## src/rtl/fifo_cfg_pkg.sv

```systemverilog
// fifo_cfg_pkg: width helpers and parameter legality checks for fifo_sync_cfg
package fifo_cfg_pkg;
  function automatic int cnt_w(input int entries);
    return $clog2(entries + 1);
  endfunction
  function automatic int ptr_w(input int entries);
    return entries > 2 ? $clog2(entries) : 1;
  endfunction
  function automatic bit params_ok(input int data_w, input int entries, input int fwft, input int afull, input int aempty);
    return data_w >= 1 && entries >= 2 && (fwft == 0 || fwft == 1) && afull >= 1 && afull <= entries && aempty >= 0 && aempty <= entries - 1;
  endfunction
endpackage

```

## src/rtl/fifo_wrap_ptr.sv

```systemverilog
// fifo_wrap_ptr: storage pointer that wraps at ENTRIES-1, for any depth
module fifo_wrap_ptr #(
  parameter int ENTRIES = 12,
  parameter int PTR_W = 4
) (
  input  logic             clk,
  input  logic             reset,
  input  logic             clear,
  input  logic             inc,
  output logic [PTR_W-1:0] ptr
);
  // advance on inc, wrapping explicitly so non-power-of-two depths work
  always_ff @(posedge clk)
    ptr <= (reset || clear) ? '0 : !inc ? ptr : (ptr == PTR_W'(ENTRIES - 1)) ? '0 : ptr + PTR_W'(1);
endmodule

```

## src/rtl/fifo_sync_cfg.sv

```systemverilog
// fifo_sync_cfg: configurable synchronous FIFO with FWFT/registered read and status
module fifo_sync_cfg
  import fifo_cfg_pkg::*;
#(
  parameter int DATA_W = 8,
  parameter int ENTRIES = 12,
  parameter int FWFT = 1,
  parameter int AFULL_THRESH = ENTRIES - 2,
  parameter int AEMPTY_THRESH = 2,
  localparam int PTR_W = ptr_w(ENTRIES),
  localparam int CNT_W = cnt_w(ENTRIES)
) (
  input  logic              clk,
  input  logic              reset,
  input  logic              flush,
  input  logic              write_en,
  input  logic [DATA_W-1:0] write_data,
  output logic              full,
  output logic              almost_full,
  input  logic              read_en,
  output logic [DATA_W-1:0] read_data,
  output logic              read_valid,
  output logic              empty,
  output logic              almost_empty,
  output logic [CNT_W-1:0]  status_count,
  output logic [CNT_W-1:0]  status_peak,
  output logic              status_overflow,
  output logic              status_underflow,
  input  logic              status_clear
);
  if (!params_ok(DATA_W, ENTRIES, FWFT, AFULL_THRESH, AEMPTY_THRESH)) begin : g_bad_params
    $error("fifo_sync_cfg: illegal parameter combination");
  end
  logic [DATA_W-1:0] mem [ENTRIES];
  logic [PTR_W-1:0]  wr_ptr, rd_ptr;
  logic [CNT_W-1:0]  next_count;
  logic              wr_xfer, rd_xfer;
  // flags are pure decodes of the occupancy register
  always_comb begin
    full = status_count == CNT_W'(ENTRIES);
    empty = status_count == '0;
    almost_full = status_count >= CNT_W'(AFULL_THRESH);
    almost_empty = status_count <= CNT_W'(AEMPTY_THRESH);
    wr_xfer = write_en && !full && !flush;
    rd_xfer = read_en && !empty && !flush;
    next_count = flush ? '0 : (wr_xfer && !rd_xfer) ? status_count + CNT_W'(1) : (rd_xfer && !wr_xfer) ? status_count - CNT_W'(1) : status_count;
  end
  fifo_wrap_ptr #(.ENTRIES(ENTRIES), .PTR_W(PTR_W)) u_wr_ptr (
    .clk(clk), .reset(reset), .clear(flush), .inc(wr_xfer), .ptr(wr_ptr)
  );
  fifo_wrap_ptr #(.ENTRIES(ENTRIES), .PTR_W(PTR_W)) u_rd_ptr (
    .clk(clk), .reset(reset), .clear(flush), .inc(rd_xfer), .ptr(rd_ptr)
  );
  // storage is deliberately left unreset
  always_ff @(posedge clk)
    if (wr_xfer) mem[wr_ptr] <= write_data;
  // occupancy, peak tracking and sticky error flags; a set event beats a clear
  always_ff @(posedge clk) begin
    status_count <= reset ? '0 : next_count;
    status_peak <= reset ? '0 : (status_clear || next_count > status_peak) ? next_count : status_peak;
    status_overflow <= !reset && ((write_en && full && !flush) || (status_overflow && !status_clear));
    status_underflow <= !reset && ((read_en && empty && !flush) || (status_underflow && !status_clear));
  end
  if (FWFT != 0) begin : g_fwft
    assign read_data = mem[rd_ptr];
    assign read_valid = !empty;
  end else begin : g_reg
    // registered read: capture the popped word and pulse valid for one cycle
    always_ff @(posedge clk) begin
      read_valid <= !reset && rd_xfer;
      read_data <= reset ? '0 : rd_xfer ? mem[rd_ptr] : read_data;
    end
  end
endmodule
```

## config.mk

```make
export PLATFORM = sky130hd
export DESIGN_NAME = fifo_sync_cfg
export DESIGN_NICKNAME = d
export VERILOG_FILES = /design/src/rtl/fifo_cfg_pkg.sv /design/src/rtl/fifo_wrap_ptr.sv /design/src/rtl/fifo_sync_cfg.sv
export SDC_FILE = /design/constraint.sdc
export NUM_CORES = 1
export LEC_CHECK = 0
export BUFFER_PORTS_ARGS = -buffer_cell sky130_fd_sc_hd__buf_4
export CELL_PAD_IN_SITES_DETAIL_PLACEMENT = 1
export CELL_PAD_IN_SITES_GLOBAL_PLACEMENT = 1
export CORE_ASPECT_RATIO = 1.25
export CORE_MARGIN = 5
export CORE_UTILIZATION = 35
export CTS_BUF_LIST = sky130_fd_sc_hd__clkbuf_4 sky130_fd_sc_hd__clkbuf_8
export DETAILED_ROUTE_END_ITERATION = 6
export HOLD_SLACK_MARGIN = 0.15
export PLACE_DENSITY = 0.66
export SLEW_MARGIN = 30
export SYNTH_ARGS = -nofsm -noshare
export SYNTH_HDL_FRONTEND = slang
export SYNTH_SLANG_ARGS = --single-unit
export TNS_END_PERCENT = 1
```

## constraint.sdc

```tcl
create_clock -name clk -period 2.88 [get_ports clk]
set_input_delay 0.576 -clock clk [delete_from_list [all_inputs] [get_ports clk]]
set_output_delay 0.576 -clock clk [all_outputs]
set_load 0.01 [all_outputs]
```

# Yosys cells after proc, flatten, opt, wreduce, memory -nomap -nowiden
# Memories as Yosys holds them, arrays and structs flattened. A register that Yosys moved wholly into a read port is not among the register bits.
# Cells that the tools add are included.
# totals
latch_bits,0
word_cells,52
register_bits,18
in_bits,14
romBits,0
mem_bits_rw,96
n_memories,1
# op_classes
reduce_logical,26
bitwise,0
eq_ne,3
div_mod_pow,0
addsub,4
shift,0
multipliers,0
magnitude_cmp,3
n_mux,9
# memory_table
name,words,width,rd,rd_ports_with_merged_regs,write_ports,line,source
mem,12,8,1,1,1,fifo_sync_cfg.sv:34,logic [DATA_W-1:0] mem [ENTRIES];
# op_table
op,n
4-bit 2-to-1 mux,7
1-bit logical AND,14
4-bit by 1-bit adder with 4-bit output (second input constant),3
4-bit == test (second input constant),3
1-bit zero test,7
4-bit greater-or-equal comparator (second input constant),1
4-bit greater-than comparator,1
4-bit by 2-bit <= comparator with 1-bit output (second input constant),1
4-bit zero test,1
1-bit logical OR,4
4-bit by 1-bit subtractor with 4-bit output (second input constant),1
1-bit 2-to-1 mux,2

# Logic depth before layout (Yosys ltp)
# Gate-level depths: netlist (run 1).
# logic_depth
word_depth,11
depth_mapped,14
depth_no_buf,14

# Cells and area by module
# A second synthesis (run 1) with hierarchy kept.
# unflattened
cells_unflattened,292
hier_area_um2,4732.0
# by_module_without_submodules
module,cells_per_inst,seq_area_each_um2,n_inst,area_each_um2
fifo_sync_cfg,254,3083.0,1,4366.7
fifo_wrap_ptr,19,80.1,2,182.7

# Least setup slack after synthesis (run 1)
# No wires, ideal clock.
# synth_path
path_kind,reg2reg
start,register status_count[0]
end,register status_peak[3]
slack_ps,-49
stages_incl_launch_ff,15
period_less_slack_ps,2929
path_buffers,0
t_arrival_ps,2845
t_required_ps,2796
cell_sequence,dfxtp_1 inv_1 ha_1 or3b_4 clkinv_4 o2111a_1 a31oi_1 mux2i_1 inv_1 ha_1 nand2_1 o21bai_1 o2bb2ai_1 a21o_1 o31ai_2
# synth_between
word_cells_on_any_way,19
# synth_rtl
element,line,source
start: declaration,fifo_sync_cfg.sv:25,"output logic [CNT_W-1:0] status_count,"
start signal: assignment,fifo_sync_cfg.sv:59,status_count <= reset ? '0 : next_count;
4-bit zero test (*),fifo_sync_cfg.sv:41,empty = status_count == '0;
1-bit zero test (*),-,
named net read_valid,fifo_sync_cfg.sv:22,"output logic read_valid,"
1-bit logical AND (*) (2 in a row),fifo_sync_cfg.sv:45,rd_xfer = read_en && !empty && !flush;
1-bit logical AND / 1-bit zero test (equally long branches),-,
4-bit 2-to-1 mux / 1-bit logical AND (equally long branches),fifo_sync_cfg.sv:46,next_count = flush ? '0 : (wr_xfer && !rd_xfer) ? status_count + CNT_W'(1) : (rd_xfer && !wr_xfer) ? status_co ...
4-bit 2-to-1 mux (*) (2 in a row),fifo_sync_cfg.sv:46,
named net next_count[2],fifo_sync_cfg.sv:36,logic [CNT_W-1:0] next_count;
4-bit greater-than comparator (*),fifo_sync_cfg.sv:60,status_peak <= reset ? '0 : (status_clear || next_count > status_peak) ? next_count : status_peak;
1-bit logical OR (*),fifo_sync_cfg.sv:60,
end signal: assignment,fifo_sync_cfg.sv:60,
end: declaration,fifo_sync_cfg.sv:26,"output logic [CNT_W-1:0] status_peak,"
# The timed path passes the listed nets; every way through them passes the cells marked *.
# A chain may end at the register's enable or synchronous reset.

# Worst setup path after layout (run 1)
# layout_path
start,register status_count[0]
end,register status_peak[3]
# layout_between
elab_chain_len,11
word_cells_on_any_way,19
# layout_lines
element,line,source
4-bit == test,fifo_sync_cfg.sv:40,full = status_count == CNT_W'(ENTRIES);
1-bit zero test,fifo_sync_cfg.sv:44,wr_xfer = write_en && !full && !flush;
1-bit logical AND (2 in a row),fifo_sync_cfg.sv:44,
1-bit zero test,-,
1-bit logical AND,fifo_sync_cfg.sv:46,
4-bit 2-to-1 mux,fifo_sync_cfg.sv:46,
4-bit 2-to-1 mux (*) (2 in a row),fifo_sync_cfg.sv:46,
named net next_count[2],fifo_sync_cfg.sv:36,
4-bit greater-than comparator (*),fifo_sync_cfg.sv:60,
1-bit logical OR (*),fifo_sync_cfg.sv:60,
# Marked as above.

==> results of run 1 <==
layout make-up:
cell class | instances | area, um2 | area share, %
Multi-Input combinational cell | 165 | 1520 | 25.6
Inverter | 13 | 56.3 | 0.946
Tap cell | 175 | 219 | 3.68
Sequential cell | 118 | 3330 | 55.9
Clock buffer | 17 | 234 | 3.93
Clock inverter | 15 | 155 | 2.61
Timing Repair Buffer | 57 | 440 | 7.40
state kept, by name (all words and copies together), names as in the netlist, named ones only:
name              flops
mem                  96
status_count          4
status_peak           4
u_rd_ptr.ptr          4
u_wr_ptr.ptr          4
status_overflow       1
status_underflow      1
final timing paths:
path                            slack, ps         endpoint
worst min register to register        520         register
worst max register to register         60   status_peak[3]
worst max-delay path                   60   status_peak[3]
worst min-delay path                  390  status_count[2]
cells by family (layout without fill, tap and decap cells):
family / after synthesis / after routing / share of synthesized area [%]
flip-flops: 118 / 118 / 67.7
AO/OA/AOI/OAI: 38 / 38 / 4.77
XOR/XNOR: 2 / 2 / 0.357
buffers and inverters: 26 / 102 / 2.42
AND/OR/NAND/NOR: 77 / 77 / 8.21
multiplexers: 36 / 36 / 13.5
adder cells (fa/ha/maj): 12 / 12 / 3.06
repair_timing:
action	4_1_cts	5_1_grt
gates resized for setup	0	11
buffers inserted	0	4
hold endpoints to repair	0	0
endpoints found under the setup margin	0	4
placed cells by master (no fill, tap or decap), types with 10 or more instances in the layout:
cell / count
buf_4: 56
nor2_1: 17
edfxtp_1: 96
mux2i_1: 12
mux4_2: 24
o21ai_0: 14
dfxtp_1: 20
nand2_1: 21
ha_1: 10
inv_1: 11
clkbuf_8: 17
per-stage QoR:
stage / cells / setup TNS (ps)
global route: 560 / -105
global placement: 524 / 0
detailed placement: 524 / -21.3
finish: 560 / 0
CTS: 556 / 0
floorplan: 309 / 0
worst max-delay path: stages (launching register included):
cell and delay [ps]:
dfxtp_2 360, inv_4 50, ha_4 150, or3b_4 250, clkinv_4 60, o2111a_1 240, a31oi_1 180, mux2i_1 270
inv_1 110, ha_4 270, nand2_2 50, o21bai_4 170, o2bb2ai_2 130, a21o_1 230, o31ai_2 210
power by group:
part	switching, mW	internal (mW)	leakage (nW)
Combinational	0.111	0.0964	0.811
Clock	0.750	0.717	0.193
Sequential	0.00714	1.85	1.04
per-layer routing:
layer  global-route usage (%)  part of all wire [%]  vias to the layer above
li1                         -                     -                     1313
met1                     14.9                    39                     1415
met2                     24.9                    56                       57
met3                     3.57                   3.3                       10
met4                     4.64                   1.1                        0
met5                        0                     0                        -
==> results.md, run 1 <==
- Top post-synthesis cells by count: edfxtp_1, mux4_2, dfxtp_1, nand2_1, nor2_1
- Synth Area per Inst: 15.9 um2
- Fin worst setup slack: 55.7 ps
- Finished Core Util: between 40% and 50%
- Share of cells above drive strength 1: 34.0%
- Top cell type's share of synthesized area: 58.7%
- # rows: 48
- Run status: completed
- Synth area leaders: edfxtp_1, mux4_2, dfxtp_1
- Die area: approximately 17,000 um2
- Final min period: 2820 ps
- CTS Root Cell: clkbuf_8
- # DRC: 0
- R2r worst-path depth: 14
- Syn_nets: 335
- Clock tree buffer depth: 2
- Placed Area: between 5000 and 6000 um2
- CTS sink cnt: 118
- Reg clk slew, reported paths: 80 ps
- DR pass1 iterations: 4
- Max-slew violation count: 0
- Peak supply drop: 0.240 mV
- CTS tree: yes
- Worst Hold Depth: 2
- Hold Buf Count CTS: 0
- DRT antenna net count: 0
- Pwr/cell area: a little under 600 nW/um2
- Vias in the first global route: roughly 3,000
- Placer Congestion: slightly below 0.8
- Startpoint types: register
- Seq/Total Area, Yosys: between 60% and 70%
- CP Max Fanout: 4
- Final worst path period share: 98.1%
- Synth Flop Type: edfxtp_1
- H-tree levels: 4
- Worst hold path startpoint: reset
- Die Width: 116 um
- Final setup viols: 0
- Critical path capture point type: register
- Final design instance area without fill: 5950 um2
- Arr. time, crit path: 3170 ps
- Post-synth top area cell: edfxtp_1
- Fin. Hold Viols: 0
- WS Path Type: reg -> reg
- Vias per cell: 4.99
- Max-cap check violation count: 0
- Largest net degree at the start of global routing: 25
- # IOs: 37
- Fillers: 1,437
- Global route overflow: 0
- # nets final: 398
- Pwr Total: 3.53 mW
- Routed WL: 10,500 um
- Via count: 2,795
- Achievable Freq: 354 MHz
- HP Class: in -> reg
- Slew HR: a little under three fifths
- Post-Synthesis Cells: between 300 and 400
- FF-to-FF Start: status_count[0]
- Post-synth EDFFs: 96
- GRT Util Overall: 13.5%
- Total CTS buffers: 17
- # port buffers: 36
- Clk_lat worst skew: approximately 430 ps
- Mapped Area: between 4000 and 5000 um2
- Post-DP HPWL: approximately 7400 um
- WP data required: 3220 ps
- Count leader, synth: edfxtp_1
- YS warnings: 0
- Initial core utilization: 35.5%
- Async set-reset flop share out of synthesis: 0%
- Initial DRC Count: 157
- Avg WL per Cell: 18.8 um
- Worst slack at placement: -21.3 ps
- Crit path from: status_count[0]
- Die Ht: about 140 um
- Worst Skew: 15.4 ps
- Global-route wire length before repair: 16,600 um
- RSZ-0062 raised after global routing: true
- P&R area growth vs syn: 21.3%
- CORE AREA: between 10,000 and 15,000 um2
- Number of diodes: 0
- Number of distinct library cells after synthesis: 40
- Final hold slack: ~400 ps
- Post-synthesis register bit count: 118
- Initial antenna violation count: 0
- Leak: between 2 and 2.5 nW
- Slew at the pin closest to its max-slew limit: 640 ps
No activity file was read; power rests on OpenSTA's default activity.
==> run 2: changes to the inputs <==
--- a/config.mk
+++ b/config.mk
@@ -5,6 +5,7 @@
 export SDC_FILE = /design/constraint.sdc
 export NUM_CORES = 1
 export LEC_CHECK = 0
+export ABC_AREA = 1
 export BUFFER_PORTS_ARGS = -buffer_cell sky130_fd_sc_hd__buf_4
 export CELL_PAD_IN_SITES_DETAIL_PLACEMENT = 1
 export CELL_PAD_IN_SITES_GLOBAL_PLACEMENT = 1
@@ -14,7 +15,7 @@
 export CTS_BUF_LIST = sky130_fd_sc_hd__clkbuf_4 sky130_fd_sc_hd__clkbuf_8
 export DETAILED_ROUTE_END_ITERATION = 6
 export HOLD_SLACK_MARGIN = 0.15
-export PLACE_DENSITY = 0.66
+export PLACE_DENSITY = 0.69
 export SLEW_MARGIN = 30
 export SYNTH_ARGS = -nofsm -noshare
 export SYNTH_HDL_FRONTEND = slang
==> run 2 against run 1 <==
  * Global-route usage grew 1.5 points
  * Clock power fell by 16%
  * Register-to-register slack better by 150 ps
  * Wire length is 18% higher
  * Utilization shrank 1.4 points
  * Non-clock buffer count shrank 3
  * Fmax is 5.4% higher
  * Worst setup slack better by 150 ps
  * Sequential power barely moved
==> results.md, run 2 <==
- Run status: completed
- P&R area growth vs syn: 17.5%
- Slew HR: 67.9%
- Final hold slack: roughly 370 ps
- Finished Core Util: a little over two fifths
- Critical path, cell by cell: inv_1 > ha_2 > nand3_2 > nand2_8 > inv_6 > nor2_8 > nand2_1 > nand2_1 > nand2_1 > nand2_2 > inv_1 > ha_1 > a21oi_1 > o21ai_0 > nand2_1 > nand2_2 > a21oi_1
- Reg clk slew, reported paths: 70 ps
- CP max stage delay: 350 ps
- Achievable Freq: roughly 370 MHz
- Final worst path period share: 93.0%
- Avg WL per Cell: 17.9 um
- H-tree levels: 4
- Initial antenna violation count: 0
- Post-synth EDFFs: 96
- Startpoint types: register
- R2R Setup Slk: 200 ps
- Async set-reset flop share out of synthesis: 0%
- Peak supply drop: 0.232 mV
- Top cell type's share of synthesized area: 56.9%
- Count leader, synth: edfxtp_1
- Initial DRC Count: 160
- Number of diodes: 0
- Final setup viols: 0
- # port buffers: 36
- Most frequent CP cell: nand2_1
- # DRC: 0
- Final min period: 2680 ps
- Fin worst setup slack: slightly above 200 ps
- Worst path bufs/invs: 3
- Synth Flop Type: edfxtp_1
- Initial core utilization: 35.4%
- # IOs: 37
- Clk_lat worst skew: 430 ps
- Fin. Hold Viols: 0
- Slowest CP cell: dfxtp_1
- Via count: 3,519
- Routed WL: 12,500 um
- Vias in the first global route: 3,838
- Leak: 2.19 nW
- Die Ht: 144 um
- Syn_nets: 475
- Arr. time, crit path: roughly 3000 ps
- Synth Area per Inst: 11.3 um2
- YS warnings: 0
- Max-slew violation count: 0
- Seq/Total Area, Yosys: 65.6%
- CTS Root Cell: clkbuf_8
- Global route overflow: 0
- Post-Synthesis Cells: 449
- # rows: 49
- Post-synth top area cell: edfxtp_1
- DR pass1 iterations: 4
- Max-cap check violation count: 0
- CTS tree: yes
- Top post-synthesis cells by count: edfxtp_1, nor2_1, o21ai_0, nand2_1, inv_1
- Commonest non-fill, non-tap cell in the layout: edfxtp_1
- Hold Buf Count CTS: 0
- Post-synthesis register bit count: 118
- Non-Filler Instances: 695
- Fillers: 1,591
- Placed Cells: 662
- Synth area leaders: edfxtp_1, dfxtp_1, o21ai_0
- CTS sink cnt: 118
- DRT antenna net count: 0
- Most frequent cells in the layout: edfxtp_1, nor2_1, o21ai_0
- HP Class: in -> reg
- WP data required: 3240 ps
- CP Max Fanout: 7
- Die Width: around 120 um
- Mapped Area: 5060 um2
- WS Path Type: reg -> reg
- GRT Util Overall: 15.1%
- Largest Register: mem
- Pwr/cell area: around 570 nW/um2
- Post-DP HPWL: 8540 um
- Clock tree buffer depth: 2
- # nets final: 530
- CORE AREA: 14,300 um2
- Worst Skew: 10.8 ps
- Worst slack at placement: 26.3 ps
- Total CTS buffers: 17
- Number of distinct library cells after synthesis: 35
- CP top delay family: simple AND/OR/NAND/NOR gates
- Placer Congestion: roughly 0.83
- Max reg flops: between 90 and 100
- Die area: 17,000 um2
- Slew at the pin closest to its max-slew limit: 481 ps
- Share of cells above drive strength 1: about 21%
- Critical path capture point type: register
- Largest net degree at the start of global routing: 49
- Global-route wire length before repair: 19,900 um
- Vias per cell: slightly above 5
-- run 2: cell types whose count changed in the layout (fill, tap and decap cells not counted), sizes merged, moves of 6 or more --
cell and delta:
nand3 +11, mux4 -24, and3 -8, o21ai +50, inv +16, o22ai +17
nor2 +62, nand2 +21, and2 -6, mux2i -12
-- run 2: repair_timing --
action | in CTS | in global routing
hold endpoints to repair | 0 | 0
pin swaps | 0 | 2
setup endpoints to repair | 1 | 4
resized for setup | 1 | 3
setup buffers | 0 | 1
-- run 2: worst register-to-register path, cell delays in order (launching register included) --
cell	delay (ps)
dfxtp_1	350
inv_1	150
ha_2	260
nand3_2	160
nand2_8	140
inv_6	60
nor2_8	110
nand2_1	60
nand2_1	60
nand2_1	60
nand2_2	80
inv_1	50
ha_1	300
a21oi_1	180
o21ai_0	110
nand2_1	190
nand2_2	130
a21oi_1	160
-- run 2: power breakdown --
group	switching [mW]	total [mW]	internal, mW	leakage, nW
clock network	0.652	1.23	0.575	0.152
logic	0.190	0.304	0.114	0.997
registers	0.0164	1.88	1.87	1.04
total	0.858	3.41	2.55	2.19
-- run 2: final cells by class --
class	instances	area [um2]	area share, %
Sequential cell	118	3320	55.9
Multi-Input combinational cell	276	1510	25.4
Timing Repair Buffer	54	418	7.02
Clock buffer	17	234	3.93
Tap cell	178	223	3.74
Inverter	37	149	2.50
Clock inverter	15	90.1	1.51
-- run 2: path summary, 6_finish.rpt --
| path | from | depth (start not counted) | endpoint |
|---|---|---|---|
| setup / recovery | status_count[1] | 17 | status_peak[1] |
| hold reg to reg | status_underflow | 2 | status_underflow |
| hold / removal | reset | 2 | status_count[3] |
| setup reg to reg | status_count[1] | 17 | status_peak[1] |
-- run 2: per-layer routing --
layer	vias up	GRT usage (%)	wire length (um)
li1	1692	-	-
met1	1732	16.4	5090
met2	81	29.0	6740
met3	14	3.05	456
met4	0	5.68	182
met5	-	0	0
-- run 2: metrics by stage --
step                      setup TNS (ps)  power, mW  area (um2)
after floorplan                        0       2.09        5060
after global placement                 0       2.20        5600
after detailed placement               0       2.22        5600
after CTS                              0       3.45        5930
after global routing               -15.2       3.55        5950
final                                  0       3.41        5950
-- run 2: cells by family after synthesis --
kind of cell               synth area share [%]
adders and majority gates                  2.97
DFF                                        65.6
and+or+nand+nor                            14.3
AOI/OAI and AO/OA                          11.7
xor gates and xnor gates                  0.692
buffers and inverters                      4.75
==> run 3: changes to the inputs <==
--- a/config.mk
+++ b/config.mk
@@ -15,6 +15,7 @@
 export CTS_BUF_LIST = sky130_fd_sc_hd__clkbuf_4 sky130_fd_sc_hd__clkbuf_8
 export DETAILED_ROUTE_END_ITERATION = 6
 export HOLD_SLACK_MARGIN = 0.15
+export MAX_ROUTING_LAYER = met4
 export PLACE_DENSITY = 0.69
 export SLEW_MARGIN = 30
 export SYNTH_ARGS = -nofsm -noshare
==> run 3 against run 2 <==
  * Clock skew hardly changed
  * Sequential share of layout area stayed put
  * Global-route usage rose by 0.43 points
  * Fmax shrank 0.44%
  * Sequential power hardly changed
  * Combinational power about the same
  * Wire length about the same
  * Clock power barely moved
  * Via count barely moved
  * First-iteration DRC count up 3.8%
  * Cell area stayed put
==> results.md, run 3 (synthesized netlist as in run 2, its figures left out) <==
- Run status: completed
- # IOs: 37
- Initial core utilization: a little over a third
- CORE AREA: 14,300 um2
- Clk_lat worst skew: between 400 and 500 ps
- Placer Congestion: 0.845
- Int Pwr: 2.55 mW
- Largest Register: mem
- Clock tree buffer depth: 2
- Pwr/cell area: 574 nW/um2
- Final design instance area without fill: 5950 um2
- Worst Skew: approximately 11 ps
- Critical path capture point type: register
- Commonest non-fill, non-tap cell in the layout: edfxtp_1
- Worst slack at placement: 26.3 ps
- Total CTS buffers: 17
- # nets final: 530
- WS Path Type: reg -> reg
- Most frequent cells in the layout: edfxtp_1, nor2_1, o21ai_0
- Logic pwr share: 8.9%
- CTS Root Cell: clkbuf_8
- Highest routed layer: met4
- Crit path from: status_count[1]
- CTS tree: yes
- CP Max Fanout: 7
- HP Class: in -> reg
- DRT antenna net count: 0
- Largest net degree at the start of global routing: 49
- Non-Filler Instances: between 600 and 700
- Final hold slack: 369 ps
- Slew HR: 67.9%
- Vias in the first global route: between 3,000 and 4,000
- Worst hold path startpoint: reset
- # rows: 49
- Sum Neg Setup Slack: 0 ps
- # port buffers: 36
- Max-slew violation count: 0
- Final setup viols: 0
- Placed Cells: between 600 and 700
- Clock Power Share: 36.0%
- Fin worst setup slack: 189 ps
- Global route overflow: 0
- Sw Pwr: 0.861 mW
- P&R area growth vs syn: 17.5%
- Met2 wire len: 6730 um
- Die Width: 118 um
- Pwr Total: roughly 3.4 mW
- Switching fraction of total power: 25.2%
- Fin. Hold Viols: 0
- Reg clk slew, reported paths: approximately 70 ps
- FF-to-FF Start: status_count[1]
- Initial DRC Count: 166
- Routed WL: 12,500 um
- M1 wire length: 5140 um
- Hold Buf Count CTS: 0
- CTS sink cnt: 118
- WP data required: about 3200 ps
- H-tree levels: 4
- Initial antenna violation count: 0
- Arr. time, crit path: slightly above 3000 ps
- # DRC: 0
- Number of diodes: 0
- Die Ht: 144 um
- Avg WL per Cell: 17.9 um
- DR pass1 iterations: 4
- Seq pwr share: 55.1%
- Global-route wire length before repair: 19,900 um
- Vias per cell: 5.06
- Final min period: 2690 ps
- Final worst path period share: 93.4%
- Leak: 2.19 nW
- Post-DP HPWL: 8540 um
- Peak supply drop: around 0.23 mV
- Via count: roughly 3,500
- Max-cap check violation count: 0
- Startpoint types: register
- Placed Area: 5600 um2
- Die area: 17,000 um2
- Achievable Freq: 372 MHz
- GRT Util Overall: ~16%
- Max reg flops: 96
- Met3 wire len: 376 um
- Share of cells above drive strength 1: 21.5%
- Slew at the pin closest to its max-slew limit: roughly 480 ps
- Finished Core Util: 41.7%
==> run 3: cell counts in the layout (fill, tap and decap cells not counted) <==
Identical to the previous run, type by type.
==> run 3: worst max-delay path, stage by stage, from the launching register on <==
cell	delay (ps)
dfxtp_1	350
inv_1	150
ha_2	260
nand3_2	160
nand2_8	140
inv_6	60
nor2_8	110
nand2_1	60
nand2_1	60
nand2_1	60
nand2_2	90
inv_1	50
ha_1	310
a21oi_1	180
o21ai_0	110
nand2_1	190
nand2_2	130
a21oi_1	160
==> run 3: cell type report <==
| cell class | instances | area (um2) |
|---|---|---|
| clock buffers | 17 | 234 |
| clock inverters | 15 | 90.1 |
| fillers | 1591 | 8330 |
| inverters | 37 | 149 |
| multi-input cells | 276 | 1510 |
| flip-flops and latches | 118 | 3320 |
| well taps | 178 | 223 |
| repair buffers | 54 | 418 |
==> run 3: repair_timing <==
action,4_1_cts,5_1_grt
pin swaps,0,2
endpoints found under the setup margin,1,4
buffers inserted,0,1
gates resized for setup,1,3
==> run 3: power groups by stage <==
stage / logic, mW / registers (mW) / clock network [mW]
2_1_floorplan: 0.168 / 1.92 / 0
3_3_place_gp: 0.285 / 1.92 / 0
3_5_place_dp: 0.301 / 1.92 / 0
4_1_cts: 0.304 / 1.88 / 1.27
5_1_grt: 0.338 / 1.88 / 1.33
6_report: 0.304 / 1.88 / 1.23
==> run 3: path summary, 6_finish.rpt <==
| check | to | slack (ps) | depth (start not counted) |
|---|---|---|---|
| max | status_peak[1] | 190 | 17 |
| min | status_count[3] | 370 | 2 |
| max reg2reg | status_peak[1] | 190 | 17 |
| min reg2reg | status_underflow | 480 | 2 |
==> run 3: metal layers <==
layer  up-vias  track usage, %
met5         -               -
met4         0            6.04
met3        17            2.46
met2        77            29.0
met1      1734            16.5
li1       1692               -
